**src/rtl/mdu_32_if.sv**
```systemverilog
// rtl/mdu_32_if.sv - request/result bus between decode, register file and the multiply/divide unit
interface mdu_32_if;
    logic        Start;
    logic [2:0]  Op;
    logic [31:0] busA;
    logic [31:0] busB;
    logic [4:0]  Rd;
    logic        Kill;
    logic        Busy;
    logic        Done;
    logic [31:0] busW;
    logic [4:0]  Rw;
    logic        RegWr;

    modport master (
        output Start, Op, busA, busB, Rd, Kill,
        input  Busy, Done, busW, Rw, RegWr
    );

    modport slave (
        input  Start, Op, busA, busB, Rd, Kill,
        output Busy, Done, busW, Rw, RegWr
    );
endinterface

```
**src/rtl/mdu_32.sv**
```systemverilog
// rtl/mdu_32.sv - iterative RV32M multiply/divide unit writing the register file
module mdu_32 (
    input  logic     Clk,
    input  logic     Rst,
    mdu_32_if.slave  bus
);
    typedef enum logic [1:0] {IDLE, CALC, SIGN, DONE} state_t;

    state_t      state_q;
    logic [2:0]  op_q;
    logic        neg_a_q, neg_b_q;
    logic [31:0] mag_a_q, mag_b_q;
    logic [63:0] acc_q;
    logic [4:0]  cnt_q;
    logic [31:0] busw_q;
    logic [4:0]  rw_q;
    logic        busy_q, done_q, regwr_q;

    logic        sgn_a_in, sgn_b_in, neg_a_in, neg_b_in, fast_in;
    logic [31:0] mag_a_in, mag_b_in, fast_res;

    assign sgn_a_in = (bus.Op == 3'd1) || (bus.Op == 3'd2) || (bus.Op[2] && !bus.Op[0]);
    assign sgn_b_in = (bus.Op == 3'd1) || (bus.Op[2] && !bus.Op[0]);
    assign neg_a_in = sgn_a_in && bus.busA[31];
    assign neg_b_in = sgn_b_in && bus.busB[31];
    assign mag_a_in = neg_a_in ? (~bus.busA + 32'd1) : bus.busA;
    assign mag_b_in = neg_b_in ? (~bus.busB + 32'd1) : bus.busB;

    // Divide-by-zero and signed overflow bypass the iteration entirely.
    assign fast_in  = bus.Op[2] && ((bus.busB == 32'd0) ||
                      (!bus.Op[0] && bus.busA == 32'h8000_0000 && bus.busB == 32'hFFFF_FFFF));
    assign fast_res = (bus.busB == 32'd0) ? (bus.Op[1] ? bus.busA : 32'hFFFF_FFFF)
                                          : (bus.Op[1] ? 32'd0 : 32'h8000_0000);

    logic [32:0] mul_sum, div_rem, div_diff;
    logic [63:0] acc_d, prod_d;
    logic [31:0] mag_a_d, mag_b_d, quot_d, remv_d, result_d;

    // Multiply: right-shifting product with multiplier in mag_b.
    // Divide: dividend shifts out of mag_a while quotient bits shift in.
    always_comb begin
        mul_sum  = {1'b0, acc_q[63:32]} + {1'b0, (mag_b_q[0] ? mag_a_q : 32'd0)};
        div_rem  = {acc_q[31:0], mag_a_q[31]};
        div_diff = div_rem - {1'b0, mag_b_q};
        acc_d    = acc_q;
        mag_a_d  = mag_a_q;
        mag_b_d  = mag_b_q;
        if (op_q[2]) begin
            acc_d   = {32'd0, (div_diff[32] ? div_rem[31:0] : div_diff[31:0])};
            mag_a_d = {mag_a_q[30:0], ~div_diff[32]};
        end else begin
            acc_d   = {mul_sum, acc_q[31:1]};
            mag_b_d = {1'b0, mag_b_q[31:1]};
        end
    end

    always_comb begin
        prod_d   = (neg_a_q ^ neg_b_q) ? (~acc_q + 64'd1) : acc_q;
        quot_d   = (neg_a_q ^ neg_b_q) ? (~mag_a_q + 32'd1) : mag_a_q;
        remv_d   = neg_a_q ? (~acc_q[31:0] + 32'd1) : acc_q[31:0];
        result_d = remv_d;
        case (op_q)
            3'd0:                   result_d = prod_d[31:0];
            3'd1, 3'd2, 3'd3:       result_d = prod_d[63:32];
            3'd4, 3'd5:             result_d = quot_d;
            default:                result_d = remv_d;
        endcase
    end

    always_ff @(posedge Clk) begin
        if (Rst) begin
            state_q <= IDLE;
            op_q    <= 3'd0;
            neg_a_q <= 1'b0;
            neg_b_q <= 1'b0;
            mag_a_q <= 32'd0;
            mag_b_q <= 32'd0;
            acc_q   <= 64'd0;
            cnt_q   <= 5'd0;
            busw_q  <= 32'd0;
            rw_q    <= 5'd0;
            busy_q  <= 1'b0;
            done_q  <= 1'b0;
            regwr_q <= 1'b0;
        end else begin
            done_q  <= 1'b0;
            regwr_q <= 1'b0;
            if (bus.Kill && state_q != IDLE) begin
                state_q <= IDLE;
                busy_q  <= 1'b0;
            end else begin
                case (state_q)
                    IDLE: if (bus.Start && !bus.Kill) begin
                        op_q    <= bus.Op;
                        rw_q    <= bus.Rd;
                        neg_a_q <= neg_a_in;
                        neg_b_q <= neg_b_in;
                        mag_a_q <= mag_a_in;
                        mag_b_q <= mag_b_in;
                        acc_q   <= 64'd0;
                        cnt_q   <= 5'd0;
                        busy_q  <= 1'b1;
                        if (fast_in) begin
                            busw_q  <= fast_res;
                            done_q  <= 1'b1;
                            regwr_q <= (bus.Rd != 5'd0);
                            state_q <= DONE;
                        end else begin
                            state_q <= CALC;
                        end
                    end
                    CALC: begin
                        acc_q   <= acc_d;
                        mag_a_q <= mag_a_d;
                        mag_b_q <= mag_b_d;
                        cnt_q   <= cnt_q + 5'd1;
                        if (cnt_q == 5'd31) state_q <= SIGN;
                    end
                    SIGN: begin
                        busw_q  <= result_d;
                        done_q  <= 1'b1;
                        regwr_q <= (rw_q != 5'd0);
                        state_q <= DONE;
                    end
                    default: begin
                        state_q <= IDLE;
                        busy_q  <= 1'b0;
                    end
                endcase
            end
        end
    end

    assign bus.Busy  = busy_q;
    assign bus.Done  = done_q;
    assign bus.busW  = busw_q;
    assign bus.Rw    = rw_q;
    assign bus.RegWr = regwr_q;
endmodule

```
**src/flat_wrapper.sv**
```systemverilog
// flat-port wrapper written by rule: the top's interface ports become plain ports
module mdu_32_flat 
  (Clk, Rst, bus_Start, bus_Op, bus_busA, bus_busB, bus_Rd, bus_Kill, bus_Busy, bus_Done, bus_busW, bus_Rw, bus_RegWr);
  mdu_32_if bus_i ();
  input  logic Clk;
  input  logic Rst;
  input wire logic [$bits(bus_i.Start)-1:0] bus_Start;
  input wire logic [$bits(bus_i.Op)-1:0] bus_Op;
  input wire logic [$bits(bus_i.busA)-1:0] bus_busA;
  input wire logic [$bits(bus_i.busB)-1:0] bus_busB;
  input wire logic [$bits(bus_i.Rd)-1:0] bus_Rd;
  input wire logic [$bits(bus_i.Kill)-1:0] bus_Kill;
  output wire logic [$bits(bus_i.Busy)-1:0] bus_Busy;
  output wire logic [$bits(bus_i.Done)-1:0] bus_Done;
  output wire logic [$bits(bus_i.busW)-1:0] bus_busW;
  output wire logic [$bits(bus_i.Rw)-1:0] bus_Rw;
  output wire logic [$bits(bus_i.RegWr)-1:0] bus_RegWr;
  assign bus_i.Start = bus_Start;
  assign bus_i.Op = bus_Op;
  assign bus_i.busA = bus_busA;
  assign bus_i.busB = bus_busB;
  assign bus_i.Rd = bus_Rd;
  assign bus_i.Kill = bus_Kill;
  assign bus_Busy = bus_i.Busy;
  assign bus_Done = bus_i.Done;
  assign bus_busW = bus_i.busW;
  assign bus_Rw = bus_i.Rw;
  assign bus_RegWr = bus_i.RegWr;
  mdu_32 u_core (.Clk(Clk), .Rst(Rst), .bus(bus_i));
endmodule
```
**config.mk**
```make
export PLATFORM = sky130hd
export DESIGN_NAME = mdu_32_flat
export DESIGN_NICKNAME = d
export VERILOG_FILES = /design/src/rtl/mdu_32_if.sv /design/src/rtl/mdu_32.sv /design/src/flat_wrapper.sv
export SDC_FILE = /design/constraint.sdc
export NUM_CORES = 1
export LEC_CHECK = 0
export BUFFER_PORTS_ARGS = -buffer_cell sky130_fd_sc_hd__clkbuf_2
export CAP_MARGIN = 10
export CORE_ASPECT_RATIO = 1.2
export CORE_MARGIN = 1
export CORE_UTILIZATION = 30
export CTS_CLUSTER_SIZE = 10
export DETAILED_ROUTE_END_ITERATION = 8
export GPL_TIMING_DRIVEN = 0
export PLACE_DENSITY = 0.5
export SLEW_MARGIN = 15
export SYNTH_ARGS = -nofsm -noshare
export SYNTH_HDL_FRONTEND = slang
export SYNTH_SLANG_ARGS = --single-unit
```
**constraint.sdc**
```tcl
create_clock -name Clk -period 4.29 [get_ports Clk]
set_clock_uncertainty 0.15 [all_clocks]
set_input_delay 0.429 -clock Clk [delete_from_list [all_inputs] [get_ports Clk]]
set_output_delay 0.429 -clock Clk [all_outputs]
set_load 0.01 [all_outputs]
```
# ---- Yosys cells after proc, flatten, opt, wreduce, memory -nomap -nowiden
# Index checks and enable logic that the tools add are counted.
dict set report word_totals {
  word_cells 117
  output_inout_bits 40
  inputBits 76
  register_bits 180
}
dict set report classes {
  add_sub_neg 8
  n_reduce_logical 33
  bitwise_logic 9
  n_eq_ne 17
  muxes 37
}
# cell n
set ops {}
lappend ops {{$mux W32} 15}
lappend ops {{$mux W64} 3}
lappend ops {{$pmux W32 S2} 3}
lappend ops {{$add A32 B1 Y32 const B} 4}
lappend ops {{$not A32 Y32} 4}
lappend ops {{$pmux W64 S2} 1}
lappend ops {{$pmux W32 S3} 1}
lappend ops {{$add A64 B1 Y64 const B} 1}
lappend ops {{$eq A32 B32 Y1 const B} 2}
lappend ops {{$not A64 Y64} 1}
lappend ops {{$add A32 B32 Y33} 1}
lappend ops {{$sub A33 B32 Y33} 1}
lappend ops {{$logic_not A32 Y1} 1}
lappend ops {{$reduce_and A4 Y1} 3}
lappend ops {{$pmux W5 S2} 1}
lappend ops {{$reduce_bool A5 Y1} 2}
lappend ops {{$eq A3 B2 Y1 const B} 3}
lappend ops {{$logic_and A1 B1 Y1} 8}
lappend ops {{$ne A2 B1 Y1 const B} 4}
lappend ops {{$eq A3 B1 Y1 const B} 2}
lappend ops {{$eq A3 B3 Y1 const B} 2}
lappend ops {{$mux W2} 3}
lappend ops {{$pmux W1 S2} 3}
lappend ops {{$pmux W2 S3} 1}
lappend ops {{18 further kinds} 34}

# ---- Depth between registers and ports, before layout
# Gate-level depths: netlist of the first run.
dict set report depth {
  ltp_word 8
  mapped_depth 14
  mapped_depth_nobuf 13
}

# ---- Worst setup path after synthesis of the first run
# OpenSTA, ideal clock, no wires.
dict set report synth_timing {
  kind {flip-flop to flip-flop}
  start {reg u_core.mag_a_q[31]}
  end {reg u_core.acc_q[10]}
  setup_ns 0.117
  path_stages_with_launch 15
  slack_ns 0.791
  required_ns 4.023
  n_path_buf 2
  arrival_ns 3.233
  period_less_slack_ns 3.499
  cell_sequence {dfxtp_1 > inv_1 > ha_1 > fa_1 > nand2b_1 > a21oi_1 > o2111ai_1 > nand4_1 > nand3_1 > a21oi_1 > clkbuf_1 > buf_2 > mux2i_1 > a21oi_1 > a22o_1}
}
dict set report synth_between {
  elab_chain_len 4
}
# item line_no
set synth_lines {}
lappend synth_lines {{from (decl)} mdu_32.sv:12} ;# logic [31:0] mag_a_q, mag_b_q;
lappend synth_lines {{from (signal assigned)} mdu_32.sv:98} ;# mag_a_q <= mag_a_in;
lappend synth_lines {{from (signal assigned)} mdu_32.sv:114} ;# mag_a_q <= mag_a_d;
lappend synth_lines {{$sub A33 B32 Y33} mdu_32.sv:44} ;# div_diff = div_rem - {1'b0, mag_b_q};
lappend synth_lines {{$mux W32} mdu_32.sv:49} ;# acc_d = {32'd0, (div_diff[32] ? div_rem[31:0] : div_diff[31:0])};
lappend synth_lines {{$mux W64} mdu_32.sv:48} ;# if (op_q[2]) begin
lappend synth_lines {{$pmux W64 S2} mdu_32.sv:92} ;# case (state_q)
lappend synth_lines {{to (signal assigned)} mdu_32.sv:78} ;# acc_q <= 64'd0;
lappend synth_lines {{to (signal assigned)} mdu_32.sv:100} ;# acc_q <= 64'd0;
lappend synth_lines {{to (signal assigned)} mdu_32.sv:113} ;# acc_q <= acc_d;
lappend synth_lines {{to (decl)} mdu_32.sv:13} ;# logic [63:0] acc_q;
# No other way between the ends.
# A chain may end at the register's enable or synchronous reset.

# ---- Final worst setup path of the first run
dict set report layout_timing {
  start {reg u_core.acc_q[21]}
  end {reg u_core.busw_q[22], in the netlist u_core.bus.busW[22]}
}
dict set report layout_between {
  elab_chain_len 5
  elab_cells_between_ends 8
  cone_classes {add/sub: 2; mux: 4; bitwise: 2}
}
# item line_no
set layout_lines {}
lappend layout_lines {{$not A64 Y64 or $not A32 Y32 (tied branches)} {mdu_32.sv:58, mdu_32.sv:60}}
lappend layout_lines {{$add A64 B1 Y64 or $add A32 B1 Y32 (tied branches)} {mdu_32.sv:58, mdu_32.sv:60}}
lappend layout_lines {{$mux W64 or $mux W32 (tied branches)} {mdu_32.sv:58, mdu_32.sv:60}}
lappend layout_lines {{$pmux W32 S3 (*)} mdu_32.sv:62} ;# case (op_q)
lappend layout_lines {{$pmux W32 S2 (*)} mdu_32.sv:92}
lappend layout_lines {{to (signal assigned)} mdu_32.sv:104} ;# busw_q <= fast_res;
lappend layout_lines {{to (signal assigned)} mdu_32.sv:120} ;# busw_q <= result_d;
lappend layout_lines {{to (decl)} mdu_32.sv:15} ;# logic [31:0] busw_q;
# Every way passes the cells marked *; elsewhere a longest branch is shown, timed or not.

==> flow_summary.json, run 1 <==
{
  "nNetsFinal": 2662,
  "cts_sinks": 180,
  "tns_ps": -26.8,
  "place_congestion": 0.975,
  "ctsHtreeMaxLevel": 4,
  "start_kind": "register",
  "pre_cts_ws_ps": -646,
  "p_seq_frac": 0.220,
  "cts_buffers": 17,
  "worst_slack_ps": -26.8,
  "dieHeight_microns": 259,
  "internal-power_mw": 4.85,
  "slew_viol_final": 0,
  "worst_pin_slew_ps": 1030,
  "period_needed_ps": 4320,
  "p_sw_frac": 0.524,
  "synth_top_area_cell": "dfxtp_1",
  "ios": 116,
  "fin_util": 0.346,
  "required_ps": 4510,
  "fillCellCount": 6004,
  "ys.flop_type": "dfxtp_1",
  "cts_buffer_depth": 2,
  "drt_iter0_drc": 1807,
  "hold_viol_final": 0,
  "dieArea_sq_um": 56000,
  "wire_per_inst_microns": 24.2,
  "ys_top_cells_by_area": "dfxtp_1, o21ai_0, nand2_1, a21oi_1, ha_1",
  "cts_root_buffer": "clkbuf_16",
  "yosysUniqueCellTypes": 81,
  "path_cells": "buf_2 > or4_1 > or3_1 > or4_4 > nor3_4 > a21oi_1 > xnor2_1 > o21ai_0 > a211oi_2 > nor3_1",
  "power_switching_mw": 5.34,
  "min_to": "u_core.bus.Rw[4]$_SDFFE_PP0P_",
  "pwr-share-comb": 0.617,
  "irDropWorstVdd_mv": 0.304,
  "power_frac_clock": 0.163,
  "p_per_area_nw_per_um2": 545,
  "rows": 93,
  "cpPeakStageDelay_ps": 730,
  "synth_seq_cells": 180,
  "drive_gt1_frac": 0.0850,
  "gr-total-overflow": 0,
  "coreArea_sq_um": 54000,
  "critical_path.max_fanout": 9,
  "synth_area_sq_um": 16500,
  "arrival_ps": 4540,
  "grtUsageTotal": 0.275,
  "hold_buffers": 0,
  "post-route-drc-count": 0,
  "leakage_nw": 7.03,
  "violations": "setup timing",
  "hold_start": "bus_Rd[4]",
  "async_flop_share": 0,
  "status": "finished with violations",
  "start_util": 0.306,
  "slew_headroom": 0.315,
  "r2r_end": "u_core.bus.busW[22]$_SDFFE_PP0P_",
  "antenna_found_initial": 0,
  "r2r-start": "u_core.acc_q[21]$_SDFFE_PP0P_",
  "drtPass1Iterations": 6,
  "syn_inst": 2374,
  "fmax_mhz": 232,
  "yosysTopAreaCellShare": 0.218,
  "synth-edff-count": 0,
  "instances_no_fill": 3231,
  "grt_max_degree": 18,
  "seq_area_frac_synth": 0.218,
  "dp_hpwl_mm": 62.8,
  "critPathBufInv": 1,
  "clk_pin_slew_ps": 70,
  "multi_input_area_sq_um": 12100,
  "via_per_inst": 5.82,
  "io_buffers": 113,
  "finalCritPeriodShare": 1.01,
  "crit_family": "simple AND/OR/NAND/NOR gates",
  "grt_pass1_vias": 17600,
  "cp-end-kind": "register",
  "synth_area_per_cell_sq_um": 6.95,
  "grt_setup_unrepaired": "false",
  "wirelength_mm": 78.1,
  "syn_nets": 2529,
  "holdPathStages": 3,
  "yosys_warnings": 0,
  "slowest_stage": "or4_4",
  "die_w_microns": 216,
  "rrSetupSlack_ps": -30,
  "insertion_delay_ps": 520,
  "dp.cells": 3199,
  "grt_pass1_wl_mm": 115,
  "antenna_left": 0,
  "cts_tree": "yes",
  "maxCapViolCount": 0,
  "finalSetupViolations": 1,
  "seqCellArea_sq_um": 3610,
  "vias": 18800,
  "r2r_cells": 10,
  "crit_type": "reg -> reg",
  "antenna-diode-count": 0,
  "areaGrowthSynthToFinish_pct": 13.1,
  "hold_class": "in -> reg"
}
## worst min-delay path, delay by kind of cell
family | cells | cell delay [ps]
buffers and inverters | 1 | 90
AND/OR/NAND/NOR | 1 | 70
multiplexers | 1 | 60
## synth_stat cells, types with 15 or more instances
library cell and number:
nand2_1 286, dfxtp_1 180, a21o_1 31, nor2b_1 17, nor4_1 19, ha_1 77, o211ai_1 21, a311oi_1 15
mux2_2 15, nand2b_1 19, o41ai_1 18, a31oi_1 30, nand4_1 23, nand3_1 39, a22oi_1 16, o21a_1 16
xnor2_1 103, a21oi_1 214, nor3_1 81, and2_1 39, o21ai_0 219, or3_1 25, clkbuf_1 158, a221oi_1 22
nor2_1 252, a211oi_1 32, or4_1 21, mux2i_1 26, inv_1 78, o31ai_1 21, xor2_1 83
## stage by stage
stage	power, mW	instance area (sq um)	hold WS (ps)
finish	10.2	18700	24.6
global route	10.8	18700	35.2
CTS	10.0	18600	4.03
detailed placement	8.28	18000	316
global placement	8.26	18000	312
floorplan	6.26	16500	295
## cell type report
class | instances | area share
tap | 712 | 0.0477
timing repair buffer | 114 | 0.0307
clock buffer | 18 | 0.0230
buffer | 175 | 0.0366
inverter | 79 | 0.0159
sequential | 180 | 0.193
multi-input combinational | 1940 | 0.645
clock inverter | 13 | 0.00790
## metal layers
metal | routed length [microns] | GRT usage
met5 | 0 | 0
met4 | 4280 | 0.147
met3 | 4420 | 0.0401
met2 | 37600 | 0.471
met1 | 31800 | 0.331
## cell families after synthesis
kind of cell / share of synthesized area
buffers and inverters: 0.0587
AO/OA/AOI/OAI: 0.290
adder cells (fa/ha/maj): 0.0608
flip-flops: 0.218
multiplexers: 0.0260
AND/OR/NAND/NOR: 0.247
XOR/XNOR: 0.0987
## worst max-delay path by stage
| stage | start | end | cells past startpoint |
|---|---|---|---|
| finish | u_core.acc_q[21]$_SDFFE_PP0P_ | u_core.bus.busW[22]$_SDFFE_PP0P_ | 10 |
| global route | u_core.acc_q[21]$_SDFFE_PP0P_ | u_core.bus.busW[26]$_SDFFE_PP0P_ | 10 |
| CTS | u_core.acc_q[14]$_SDFFE_PP0P_ | u_core.bus.busW[21]$_SDFFE_PP0P_ | 12 |
| detailed placement | u_core.mag_a_q[31]$_SDFFE_PP0P_ | u_core.acc_q[30]$_SDFFE_PP0P_ | 13 |
| global placement | bus_busB[14] | u_core.bus.busW[23]$_SDFFE_PP0P_ | 11 |
| floorplan | u_core.mag_a_q[31]$_SDFFE_PP0P_ | u_core.acc_q[10]$_SDFFE_PP0P_ | 14 |
## power by group through the flow
stage               clock (mW)  combinational (mW)  sequential (mW)
CTS                       1.70                6.11             2.23
detailed placement           0                6.01             2.27
global route              1.76                6.78             2.25
finish                    1.66                6.29             2.24
floorplan                    0                4.17             2.09
global placement             0                5.99             2.26
## layout by cell type (no fill, tap or decap), types with 31 or more instances in the layout
cell        n
nand2_1   286
nor2_1    251
o21ai_0   218
a21oi_1   212
dfxtp_1   178
clkbuf_1  155
clkbuf_2  115
xnor2_1   103
xor2_1     83
nor3_1     81
inv_1      78
ha_1       77
and2_1     39
nand3_1    37
a21o_1     31
## state kept, by name, indices dropped and copies added (netlist names)
signal,flops
u_core.state_q,2
u_core.bus.RegWr,1
u_core.neg_a_q,1
u_core.cnt_q,5
u_core.bus.Busy,1
u_core.bus.busW,32
u_core.bus.Rw,5
u_core.bus.Done,1
u_core.neg_b_q,1
u_core.mag_a_q,32
u_core.op_q,3
u_core.mag_b_q,32
u_core.acc_q,64
## timing repair
| action | CTS | global route |
|---|---|---|
| endpoints found under the setup margin | 42 | 34 |
| setup buffers | 0 | 1 |
| resized for setup | 14 | 13 |
| hold endpoints to repair | 0 | 0 |
| pin swaps | 0 | 1 |
(Power assumes the default switching activity.)
==> run 2: changes to the inputs <==
==> constraint.sdc (replaced) <==
create_clock -name Clk -period 4.29 [get_ports Clk]
set_clock_uncertainty 0.15 [all_clocks]
set_input_delay 0 -clock Clk [delete_from_list [all_inputs] [get_ports Clk]]
set_output_delay 0 -clock Clk [all_outputs]
set_load 0.01 [all_outputs]
==> flow_summary.json, run 2 (synthesis results as in run 1) <==
{
  "worst_slack_ps": 130,
  "place_congestion": 0.975,
  "top_register": "u_core.acc_q",
  "slew_viol_final": 0,
  "arrival_ps": 4440,
  "final_cell_mix": "nand2_1, nor2_1, o21ai_0, a21oi_1, dfxtp_1",
  "grt_pass1_wl_mm": 117,
  "maxCapViolCount": 0,
  "ctsHtreeMaxLevel": 4,
  "worstSetupStartpoint": "u_core.acc_q[3]$_SDFFE_PP0P_",
  "finalCritPeriodShare": 0.970,
  "coreArea_sq_um": 54000,
  "antenna_found_initial": 0,
  "largest_reg_flops": 64,
  "seqCellArea_sq_um": 3610,
  "pre_cts_ws_ps": -646,
  "dieArea_sq_um": 56000,
  "gr-total-overflow": 0,
  "status": "finished, final reports clean",
  "post-route-drc-count": 0,
  "areaGrowthSynthToFinish_pct": 18.9,
  "grtUsageTotal": 0.278,
  "slew_headroom": 0.310,
  "cts_tree": "yes",
  "drive_gt1_frac": 0.0827,
  "dieHeight_microns": 259,
  "worst_pin_slew_ps": 1030,
  "fmax_mhz": 240,
  "fillCellCount": 5921,
  "grt_setup_unrepaired": "false",
  "final_common_cell": "nand2_1",
  "tns_ps": 0,
  "start_util": 0.306,
  "via_per_inst": 5.75,
  "wire_per_inst_microns": 23.8,
  "crit_type": "reg -> reg",
  "irDropWorstVdd_mv": 0.299,
  "leakage_nw": 7.42,
  "dp_hpwl_mm": 62.8,
  "finalSetupViolations": 0,
  "cp-end-kind": "register",
  "design_power_total_mw": 10.3,
  "ios": 116,
  "antenna_left": 0,
  "multi_input_area_sq_um": 12100,
  "io_buffers": 113,
  "cts_buffer_depth": 2,
  "vias": 19100,
  "cts_root_buffer": "clkbuf_16",
  "start_kind": "register",
  "hold_start": "bus_busB[20]",
  "cts_sinks": 180,
  "drtPass1Iterations": 6,
  "required_ps": 4570,
  "drt_iter0_drc": 1741,
  "p_per_area_nw_per_um2": 524,
  "wirelength_mm": 79.1,
  "die_w_microns": 216,
  "r2r-start": "u_core.acc_q[3]$_SDFFE_PP0P_",
  "period_needed_ps": 4160,
  "hold_viol_final": 0,
  "grt_max_degree": 18,
  "clk_pin_slew_ps": 90,
  "hold_class": "in -> reg",
  "nNetsFinal": 2755,
  "insertion_delay_ps": 520,
  "grt_pass1_vias": 18000,
  "critical_path.max_fanout": 10,
  "cts_buffers": 17,
  "rows": 93
}
-- run 2: where the power goes --
part	internal, mW	total (mW)	switching [mW]
sequential	1.88	2.24	0.354
combinational	2.22	6.38	4.16
clock	0.815	1.67	0.854
-- run 2: timing repair --
| action | CTS | global route |
|---|---|---|
| hold buffers | 93 | 0 |
| hold endpoints to repair | 105 | 0 |
| gates cloned | 0 | 0 |
| resized for setup | 13 | 15 |
| setup endpoints to repair | 41 | 38 |
| pin swaps | 0 | 2 |
| buffers inserted | 0 | 1 |
-- run 2: path summary, 6_finish.rpt --
| path | endpoint | slack [ps] | depth (start not counted) |
|---|---|---|---|
| setup / recovery | u_core.bus.busW[16]$_SDFFE_PP0P_ | 130 | 10 |
| setup reg to reg | u_core.bus.busW[16]$_SDFFE_PP0P_ | 130 | 10 |
| hold reg to reg | u_core.mag_b_q[27]$_SDFFE_PP0P_ | 330 | 2 |
| hold / removal | u_core.mag_b_q[22]$_SDFFE_PP0P_ | 80 | 7 |
-- run 2: cell type report --
| class | instances | area share |
|---|---|---|
| multi-input cells | 1940 | 0.615 |
| flip-flops and latches | 180 | 0.184 |
| repair buffers | 207 | 0.0766 |
| well taps | 712 | 0.0454 |
| plain buffers | 175 | 0.0347 |
| clock buffers | 18 | 0.0219 |
| inverters | 79 | 0.0151 |
| clock inverters | 13 | 0.00752 |
| diodes | 1 | 0.000128 |
-- run 2: critical path, stage by stage (launching register included) --
cell      delay (ps)
dfxtp_1          320
clkbuf_1         270
nor4_4           460
nand3_1          450
or2_2            470
or4_1            480
a31o_2           280
a211oi_1         470
a221o_1          350
nand2_1          110
a311oi_1         260
-- run 2: metrics by stage --
stage,instance area (sq um),util,std cells,hold slack [ps]
final,19600,0.364,3325,81.2
after global routing,19600,0.363,3324,92.0
after CTS,19500,0.362,3323,52.6
after detailed placement,18000,0.333,3199,114
after global placement,18000,0.333,3199,97.4
after floorplan,16500,-,2374,-6.06
-- run 2: routing by layer --
metal  global-route usage  part of all wire  vias to the layer above  routed length [microns]
met1                0.333              0.41                     9210                    32200
li1                     -                 -                     8996                        -
met2                0.475              0.48                      731                    38000
met5                    0                 0                        -                        0
met4                0.155             0.056                        0                     4460
met3               0.0409             0.056                      177                     4420
==> run 3: changes to the inputs <==
CORE_UTILIZATION = 55   (was 30)
PLACE_DENSITY = 0.79   (was 0.5)
==> flow_summary.json, run 3 (synthesis results as in run 1) <==
{
  "status": "finished, final reports clean",
  "final_cell_mix": "nand2_1, nor2_1, o21ai_0, a21oi_1, dfxtp_1",
  "drive_gt1_frac": 0.0805,
  "holdPathStages": 5,
  "cts_buffers": 17,
  "internal-power_mw": 4.88,
  "grt_pass1_vias": 18500,
  "required_ps": 4450,
  "io_buffers": 113,
  "dieHeight_microns": 192,
  "worst_pin_slew_ps": 1100,
  "min_to": "u_core.bus.busW[3]$_SDFFE_PP0P_",
  "cpPeakStageDelay_ps": 680,
  "cts_buffer_depth": 2,
  "fillCellCount": 2762,
  "gr-total-overflow": 0,
  "dp.cells": 2877,
  "critical_path.max_fanout": 9,
  "power_frac_clock": 0.165,
  "hold_start": "bus_busA[3]",
  "use_met1": 0.511,
  "place_congestion": 1.00,
  "die_w_microns": 160,
  "multi_input_area_sq_um": 12000,
  "arrival_ps": 4400,
  "final_common_cell": "nand2_1",
  "cts_sinks": 180,
  "start_kind": "register",
  "rows": 69,
  "coreArea_sq_um": 29600,
  "r2r_end": "u_core.bus.busW[26]$_SDFFE_PP0P_",
  "wirelength_mm": 72.5,
  "grtUsageTotal": 0.464,
  "top_usage_layer": "met2",
  "r2r-start": "u_core.acc_q[21]$_SDFFE_PP0P_",
  "cp-end-kind": "register",
  "use_met2": 0.773,
  "slowest_stage": "a221oi_1",
  "largest_reg_flops": 64,
  "p_sw_frac": 0.520,
  "hold_viol_final": 0,
  "cts_tree": "yes",
  "grt_pass1_wl_mm": 108,
  "seqCellArea_sq_um": 3600,
  "nNetsFinal": 2739,
  "cts_root_buffer": "clkbuf_16",
  "dieArea_sq_um": 30700,
  "hold_class": "in -> reg",
  "r2r_cells": 10,
  "clk_pin_slew_ps": 80,
  "path_cells": "buf_2 > or4_1 > or3_1 > or4_4 > nor3_4 > a21oi_1 > xor2_1 > a221oi_1 > o211a_1 > nor3_1",
  "vias": 19700,
  "power_switching_mw": 5.29,
  "ctsHtreeMaxLevel": 4,
  "finalCritPeriodShare": 0.991,
  "fin_util": 0.643,
  "grt_max_degree": 21,
  "antenna_left": 0,
  "antenna_found_initial": 1,
  "top_register": "u_core.acc_q",
  "p_seq_frac": 0.216,
  "period_needed_ps": 4250,
  "irDropWorstVdd_mv": 0.438,
  "post-route-drc-count": 0,
  "grt_util_met3": 0.0706,
  "wire_per_inst_microns": 24.3,
  "areaGrowthSynthToFinish_pct": 15.3,
  "finalSetupViolations": 0,
  "start_util": 0.558,
  "leakage_nw": 7.36,
  "dp_hpwl_mm": 56.2,
  "maxCapViolCount": 0,
  "rrSetupSlack_ps": 40,
  "fmax_mhz": 235,
  "pwr-share-comb": 0.618,
  "p_per_area_nw_per_um2": 534,
  "instances_no_fill": 2988,
  "grt_setup_unrepaired": "false",
  "insertion_delay_ps": 460,
  "drtPass1Iterations": 8,
  "ios": 116,
  "slew_headroom": 0.263,
  "drt_iter0_drc": 2383,
  "crit_type": "reg -> reg",
  "via_per_inst": 6.58,
  "slew_viol_final": 0,
  "design_power_total_mw": 10.2
}
run 3: cell count changes in the layout (fill, tap and decap cells not counted), sizes merged:
cell	before	now
bufinv	1	0
clkinvlp	3	1
dlygate4sd3	93	77
inv	82	86
run 3: cell type report:
class | count | share of cell area
well taps | 390 | 0.0256
repair buffers | 191 | 0.0706
flip-flops and latches | 180 | 0.189
diodes | 1 | 0.000131
clock inverters | 14 | 0.00913
plain buffers | 175 | 0.0359
multi-input cells | 1940 | 0.631
clock buffers | 18 | 0.0231
inverters | 79 | 0.0156
run 3: power by group through the flow:
stage               Clock, mW  Sequential (mW)  Combinational [mW]
finish                   1.68             2.20                6.29
floorplan                   0             2.09                4.17
detailed placement          0             2.22                5.87
global placement            0             2.21                5.80
global route             1.72             2.21                6.72
CTS                      1.67             2.18                6.01
run 3: routing by layer:
| layer | routed length [microns] | up-vias |
|---|---|---|
| li1 | - | 8968 |
| met1 | 25900 | 9162 |
| met2 | 33300 | 1188 |
| met3 | 5820 | 333 |
| met4 | 7410 | 0 |
| met5 | 0 | - |
run 3: per-stage QoR:
| stage | setup slack (ps) | cell area, sq um | TNS, ps | hold slack, ps |
|---|---|---|---|---|
| floorplan | 791 | 16500 | 0 | -6.06 |
| global placement | -684 | 17600 | -11210 | 101 |
| detailed placement | -712 | 17600 | -12360 | 110 |
| CTS | 17.8 | 19000 | 0 | 7.12 |
| global route | 3.64 | 19000 | 0 | 40.8 |
| finish | 40.5 | 19000 | 0 | 15.9 |
run 3: how the worst max path moves through the flow:
| stage | startpoint | end | cells past startpoint |
|---|---|---|---|
| floorplan | u_core.mag_a_q[31]$_SDFFE_PP0P_ | u_core.acc_q[10]$_SDFFE_PP0P_ | 14 |
| global placement | u_core.mag_a_q[31]$_SDFFE_PP0P_ | u_core.acc_q[30]$_SDFFE_PP0P_ | 13 |
| detailed placement | u_core.mag_a_q[31]$_SDFFE_PP0P_ | u_core.acc_q[30]$_SDFFE_PP0P_ | 13 |
| CTS | u_core.mag_a_q[31]$_SDFFE_PP0P_ | u_core.acc_q[10]$_SDFFE_PP0P_ | 14 |
| global route | u_core.mag_a_q[31]$_SDFFE_PP0P_ | u_core.acc_q[24]$_SDFFE_PP0P_ | 14 |
| finish | u_core.acc_q[21]$_SDFFE_PP0P_ | u_core.bus.busW[26]$_SDFFE_PP0P_ | 10 |
run 3: critical path: cells and delay by family (launching register included):
kind                   cells  cell delay, ps
buffers and inverters      1             200
XOR/XNOR                   1             210
AO/OA/AOI/OAI              3            1040
AND/OR/NAND/NOR            5            2180
flip-flops                 1             320
run 3: timing repair:
action,4_1_cts,5_1_grt
endpoints found under the hold margin,96,0
setup endpoints to repair,29,43
buffers inserted,0,1
hold buffers,77,0
resized for setup,6,15
